`src/rtl/axis_crc32_check.sv`:
```
// Joins a computed-CRC stream with a reference-CRC stream, compares each pair and emits one
// status word per pair, while keeping saturating match/mismatch counters and a sticky error flag.
module axis_crc32_check #(
    parameter int AXI_DATA_WIDTH = 32,
    parameter int CRC_WIDTH      = 32,
    parameter int CNT_WIDTH      = 16
) (
    input  logic                      aclk,
    input  logic                      aresetn,
    input  logic                      clr,

    input  logic [AXI_DATA_WIDTH-1:0] s_crc_tdata,
    input  logic                      s_crc_tvalid,
    output logic                      s_crc_tready,

    input  logic [AXI_DATA_WIDTH-1:0] s_ref_tdata,
    input  logic                      s_ref_tvalid,
    output logic                      s_ref_tready,

    output logic [31:0]               m_sts_tdata,
    output logic                      m_sts_tvalid,
    input  logic                      m_sts_tready,

    output logic [CNT_WIDTH-1:0]      match_cnt,
    output logic [CNT_WIDTH-1:0]      mismatch_cnt,
    output logic                      err_sticky
);

    localparam logic [CNT_WIDTH-1:0] CNT_MAX = {CNT_WIDTH{1'b1}};

    typedef enum logic {
        EMPTY = 1'b0,
        FULL  = 1'b1
    } state_t;

    state_t               state_q, state_d;
    logic [31:0]          sts_q, sts_d;
    logic [CNT_WIDTH-1:0] match_q, match_d;
    logic [CNT_WIDTH-1:0] mismatch_q, mismatch_d;
    logic [CNT_WIDTH-1:0] seq_q, seq_d;
    logic                 err_q, err_d;

    logic                 fire;
    logic                 mismatch;

    // Gating with aresetn keeps both treadys low while the block is held in reset.
    assign fire = aresetn & s_crc_tvalid & s_ref_tvalid & ((state_q == EMPTY) | m_sts_tready);
    assign mismatch = (s_crc_tdata[CRC_WIDTH-1:0] != s_ref_tdata[CRC_WIDTH-1:0]);

    assign s_crc_tready = fire;
    assign s_ref_tready = fire;

    always_comb begin
        state_d = state_q;
        case (state_q)
            EMPTY:   if (fire) state_d = FULL;
            FULL:    if (m_sts_tready && !fire) state_d = EMPTY;
            default: state_d = EMPTY;
        endcase
    end

    // The status word always carries the pre-clear sequence number, even when clr lands on a fire.
    always_comb begin
        sts_d = sts_q;
        if (fire) begin
            sts_d                  = '0;
            sts_d[CNT_WIDTH-1:0]   = seq_q;
            sts_d[31]              = mismatch;
        end
    end

    always_comb begin
        match_d    = match_q;
        mismatch_d = mismatch_q;
        seq_d      = seq_q;
        err_d      = err_q;
        if (clr) begin
            match_d    = '0;
            mismatch_d = '0;
            seq_d      = '0;
            err_d      = 1'b0;
        end else if (fire) begin
            seq_d = seq_q + 1'b1;
            if (mismatch) begin
                err_d = 1'b1;
                if (mismatch_q != CNT_MAX) mismatch_d = mismatch_q + 1'b1;
            end else begin
                if (match_q != CNT_MAX) match_d = match_q + 1'b1;
            end
        end
    end

    always_ff @(posedge aclk or negedge aresetn) begin
        if (!aresetn) begin
            state_q    <= EMPTY;
            sts_q      <= '0;
            match_q    <= '0;
            mismatch_q <= '0;
            seq_q      <= '0;
            err_q      <= 1'b0;
        end else begin
            state_q    <= state_d;
            sts_q      <= sts_d;
            match_q    <= match_d;
            mismatch_q <= mismatch_d;
            seq_q      <= seq_d;
            err_q      <= err_d;
        end
    end

    assign m_sts_tvalid = (state_q == FULL);
    assign m_sts_tdata  = sts_q;
    assign match_cnt    = match_q;
    assign mismatch_cnt = mismatch_q;
    assign err_sticky   = err_q;

endmodule

```
`config.mk`:
```
export PLATFORM = sky130hd
export DESIGN_NAME = axis_crc32_check
export DESIGN_NICKNAME = d
export VERILOG_FILES = /design/src/rtl/axis_crc32_check.sv
export SDC_FILE = /design/constraint.sdc
export NUM_CORES = 1
export LEC_CHECK = 0
export CAP_MARGIN = 0
export CORE_MARGIN = 2
export CORE_UTILIZATION = 49
export CTS_CLUSTER_DIAMETER = 200
export DETAILED_ROUTE_END_ITERATION = 8
export PLACE_DENSITY = 0.84
export SLEW_MARGIN = 20
export SYNTH_ARGS = -nofsm -noshare
export SYNTH_HDL_FRONTEND = slang
export SYNTH_SLANG_ARGS = --single-unit
```
`constraint.sdc`:
```
create_clock -name aclk -period 3.3 [get_ports aclk]
set_input_delay 0.66 -clock aclk [delete_from_list [all_inputs] [get_ports aclk]]
set_output_delay 0.66 -clock aclk [all_outputs]
set_load 0.02 [all_outputs]
```
==> metrics.txt, run 1 <==
DP HPWL=7255 um; Max-Cap Viols=0; CTS Buf Count=9; Max Clock Freq=341.9 MHz; Hold Path Stages=2; drt first pass iters=4; core area=7607 sq um; largest family of logic cells by synthesized area=simple AND/OR/NAND/NOR gates; hold worst-path end=m_sts_tdata[13]; Iteration-0 DRC Markers=193; Final Skew=0.008373 ns; Avg Cell Area, Syn=9.052 sq um; final WL=9833 um; worst setup margin=0.3755 ns; Resized Gates After CTS=0; n_diodes=0; R2R cell count=8; global-route wire length before repair=15680 um; maximum vdd drop=0.2419 mV; crit path max fanout=4; final antenna-violating net count=0; power density cells=330.7 nW/um^2; Cells after Synth=418; critical path endpoint category=primary output; clock sinks=67; Remaining Overflow, GRT=0; num ports=138; synth top area cells=dfrtp_1 44%, xor2_1 9.7%, nand2_1 6.1%; max-slew violation count=0; kind of critical path=in -> out; setup bufs post-CTS=0; Synth Area in Compound Gates=0.08929; RSZ-0062 raised after global routing=no; antenna violations before repair=0; relative slew slack=0.3131; Final Wtd Congestion=0.7887; post-synth top area share=0.4431; crit path DAT=2.26 ns; CTS tree=built; Tmin final=2.925 ns; FF+latch count, synth=67; Worst-Skew Late Latency=0.35 ns; layout cells sized above 1=0.06606; most frequent cells in the layout=120 x clkdlybuf4s50_1, 67 x dfrtp_1, 61 x nand2_1, 42 x xor2_1, 37 x nor2_1; Synth Area in Simple Gates=0.2583; Clock Path Buffers=2; Post-Synth XOR/XNOR Area=0.1111; via count=3423; Via-to-Cell Ratio=5.291; Die Span X=91.88 um; Final Cycle Share=0.8862; proportion of synthesized area in mux cells=0.02348; Die Height=91.88 um; fillers=580; Hold Path Origin=m_sts_tdata[13]; setup_tns=0 ns; Leak=2.278 nW; pre-CTS setup slack=0.1584 ns; reg2reg setup slack=0.76 ns; Yosys cell types=46; Post-synth EDFFs=0; hold bufs inserted after CTS=0; worst slew pin tran=1.030 ns; die area=8441 sq um; CP startpoint kind=primary input; dominant cell type by area after synthesis=dfrtp_1; area delta synth->final=38.79%; r2r endpoint=mismatch_cnt[7]; sequential share of the synthesized area=0.4431; vias in the first global route=3337; Synth Area in Adders=0.009921; Main synth FF type=dfrtp_1; Async SR Flop Fraction=1.000; clock-pin slew on the worst setup and hold paths=0.06 ns; final hold violations=0; row count=32; H-tree depth=3; GRT Resource Usage Total=0.2349; commonest non-fill, non-tap cell in the layout=clkdlybuf4s50_1; Starting Density=0.4974; pin count of the biggest net entering global routing=68; Post-Syn Area=3784 sq um; Synth warnings=0; IO Port Bufs=122; status=complete, no violations; root buf cell=clkbuf_8; worst min path class=reg -> reg; FF-to-FF Start=mismatch_cnt[0]; final setup fails=0; routed length per instance=15.20 um; DRC viols=0; CP required=2.64 ns; Final #Nets=614
-- routing by layer --
| metal | track usage | vias up | share of wire |
|---|---|---|---|
| met3 | 0.07477 | 15 | 0.077 |
| met2 | 0.4032 | 117 | 0.49 |
| met1 | 0.2734 | 1635 | 0.41 |
| li1 | - | 1656 | - |
| met5 | 0 | - | 0 |
| met4 | 0.09204 | 0 | 0.020 |
-- logic make-up after synthesis --
| logic type | after synthesis |
|---|---|
| DFF | 67 |
| adders and majority gates | 3 |
| and+or+nand+nor | 194 |
| other | 1 |
| xor gates and xnor gates | 48 |
| muxes | 8 |
| AOI/OAI and AO/OA | 51 |
| buffers and inverters | 46 |
-- stage by stage --
step           cells  power, mW  cell area, sq um  hold slack [ns]    util
6_report         647      1.737              5251           0.4790  0.6903
3_3_place_gp     632      1.061              5057           0.4636  0.6648
3_5_place_dp     632      1.065              5057           0.4612  0.6648
2_1_floorplan    432     0.9434              3836           0.3644       -
4_1_cts          647      1.750              5251           0.4858  0.6903
5_1_grt          647      1.802              5251           0.5104  0.6903
-- sequential cells by signal (all words and copies together), names as in the netlist --
signal / count
mismatch_cnt: 16
match_cnt: 16
err_sticky: 1
m_sts_tvalid: 1
m_sts_tdata: 17
seq_q: 16
-- cells in the mapped netlist, types with 2 or more instances --
library cell	n
nand3_1	23
nand2b_1	6
o21ai_0	6
o31ai_1	7
nor2b_1	9
o41ai_1	3
buf_4	16
nor2_1	37
buf_2	7
or4_1	7
dfrtp_1	67
buf_1	4
inv_1	11
a21o_1	5
ha_1	3
nand2_1	61
nor3_1	4
or4b_1	2
and4_1	5
a21oi_1	20
clkbuf_1	8
a41o_1	2
mux2_2	7
nand4_1	5
xnor2_1	6
nand3b_1	3
and3_1	12
xor2_1	42
nor4_1	13
-- final cells by class --
cell class / instances / area, sq um / area share
multi-input combinational: 319 / 1918 / 0.3653
sequential: 67 / 1677 / 0.3193
timing repair buffer: 133 / 1294 / 0.2464
clock buffer: 13 / 158.9 / 0.03026
tap: 102 / 127.6 / 0.02430
inverter: 11 / 41.29 / 0.007863
clock inverter: 2 / 35.03 / 0.006671
-- how the worst max path moves through the flow --
stage	slack [ns]	to	from	cells after the start
6_report	0.38	s_crc_tready	s_ref_tvalid	5
5_1_grt	0.31	s_crc_tready	s_ref_tvalid	5
4_1_cts	0.34	s_crc_tready	s_ref_tvalid	5
3_5_place_dp	0.16	match_cnt[0]	s_ref_tdata[0]	8
3_3_place_gp	0.24	match_cnt[0]	s_ref_tdata[28]	8
2_1_floorplan	0.48	s_ref_tready	s_ref_tvalid	7
-- worst max-delay path, stage by stage --
cell,delay [ns]
clkdlybuf4s50_1,0.46
nand3_1,0.11
nand2b_1,0.21
inv_1,0.18
clkdlybuf4s50_1,0.64
-- where the power goes --
part / total, mW / internal (mW) / switching [mW] / leakage (nW)
Clock: 0.689 / 0.386 / 0.303 / 0.0995
Sequential: 0.833 / 0.828 / 0.00517 / 0.932
Combinational: 0.215 / 0.110 / 0.105 / 1.25
Total: 1.74 / 1.32 / 0.414 / 2.28
Note: power is estimated with default switching activity, not from simulation.
==> run 2: changes to the inputs <==
Settings changed: RECOVER_POWER set to 100.
==> metrics.txt, run 2 (same netlist as run 1, synthesis figures left out) <==
Resized Gates After CTS=0; hold bufs inserted after CTS=0; pin count of the biggest net entering global routing=68; GR Util met1=0.2734; fin area=5225 sq um; worst slew pin tran=1.631 ns; final hold violations=0; worst min path class=reg -> reg; M2 GR Usage=0.4032; CTS Buf Count=9; Worst-Skew Late Latency=0.35 ns; Worst path slowest cell=dlygate4sd3_1; Leak=2.435 nW; relative slew slack=-0.08733; Net Sw Power=0.4121 mW; Die Height=91.88 um; Hold Path Stages=2; antenna violations before repair=0; Via-to-Cell Ratio=5.297; Worst path depth=5; busiest grt layer=met2; max-slew violation count=68; via count=3427; Placed Area=5057 sq um; Sw Ratio=0.2381; combinational power share=0.121; failing checks=capacitance limit, slew limit; RSZ-0062 raised after global routing=no; vias in the first global route=3337; clock power share=0.397; drt first pass iters=4; cell total after placement=632; root buf cell=clkbuf_8; power density cells=331.2 nW/um^2; Tmin final=3.045 ns; Final #Nets=614; Max Clock Freq=328.4 MHz; GRT Resource Usage Total=0.2349; R2R cell count=7; Finished Core Util=0.6868; Final Skew=0.008212 ns; layout cells sized above 1=0.05138; final antenna-violating net count=0; CTS tree=built; num ports=138; status=finished, violations left; CP bufs+invs=3; CP startpoint kind=primary input; top cell family by delay on the critical path=buffers and inverters; Critical Path, Cell by Cell=dlygate4sd3_1 > nand3_1 > nand2b_1 > inv_1 > dlygate4sd3_1; Remaining Overflow, GRT=0; area delta synth->final=38.10%; Iteration-0 DRC Markers=141; clock-pin slew on the worst setup and hold paths=0.06 ns; core area=7607 sq um; Max-Cap Viols=1; setup bufs post-CTS=0; reg2reg setup slack=0.75 ns; Die Span X=91.88 um; H-tree depth=3; final setup fails=0; n_diodes=0; final WL=9796 um; crit path max fanout=4; commonest non-fill, non-tap cell in the layout=dfrtp_1; Final Cycle Share=0.9228; DRC viols=0; CP required=2.64 ns; IO Port Bufs=122; clock sinks=67; Clock Path Buffers=2; critical path endpoint category=primary output; most used cell along the critical path=dlygate4sd3_1; Starting Density=0.4974; crit path DAT=2.39 ns; kind of critical path=in -> out; crit-path max cell delay=0.70 ns; met3 GRT Util=0.07477; routed length per instance=15.14 um; Final Wtd Congestion=0.7887; max reg flops=17; global-route wire length before repair=15680 um; row count=32; maximum vdd drop=0.2391 mV; final non-filler cell total=647; die area=8441 sq um; Pint=1.318 mW; most frequent cells in the layout=67 x dfrtp_1, 64 x clkdlybuf4s50_1, 61 x nand2_1, 56 x dlygate4sd3_1, 42 x xor2_1; Seq pwr share=0.481; setup_tns=0 ns; DP HPWL=7255 um
==> run 2: changes by cell type in the layout (fill, tap and decap cells not counted), sizes merged <==
cell / delta
buf: -9
clkbuf: +9
dlygate4sd3: +56
clkdlybuf4s50: -56
==> run 2: cell type report <==
class	instances	area, sq um
Inverter	11	41.29
Timing Repair Buffer	133	1267
Tap cell	102	127.6
Fill cell	593	2382
Multi-Input combinational cell	319	1918
Clock inverter	2	35.03
Sequential cell	67	1677
Clock buffer	13	158.9
==> run 2: path summary, 6_finish.rpt <==
check	start	endpoint
min in group asynchronous	aresetn	match_cnt[7]
min	m_sts_tdata[13]	m_sts_tdata[13]
max in group asynchronous	aresetn	m_sts_tdata[14]
min reg2reg	m_sts_tdata[13]	m_sts_tdata[13]
max	s_ref_tvalid	s_crc_tready
max reg2reg	match_cnt[2]	match_cnt[3]
==> run 2: worst register-to-register path, delay by kind of cell, from the launching register on <==
kind,cells,cell delay [ns]
AND/OR/NAND/NOR,3,0.91
AO/OA/AOI/OAI,3,0.64
buffers and inverters,1,0.40
flip-flops,1,0.45
==> run 2: per-layer routing <==
metal,wire [um],vias up
met5,0,-
met1,4008,1641
met4,202,0
met3,766,15
li1,-,1659
met2,4819,112
==> run 2: power groups by stage <==
stage	registers, mW	clock network (mW)	logic (mW)
3_5_place_dp	0.849	0	0.217
2_1_floorplan	0.855	0	0.0880
4_1_cts	0.833	0.700	0.217
6_report	0.833	0.688	0.210
5_1_grt	0.833	0.736	0.228
3_3_place_gp	0.848	0	0.212
==> run 2: through the flow <==
step                      worst slack, ns  hold slack, ns  total power, mW
after floorplan                    0.4801          0.3644           0.9434
after global placement             0.2358          0.4636            1.061
after detailed placement           0.1584          0.4612            1.065
after CTS                          0.3375          0.4858            1.750
after global routing               0.1604          0.5056            1.797
final                              0.2546          0.4734            1.731
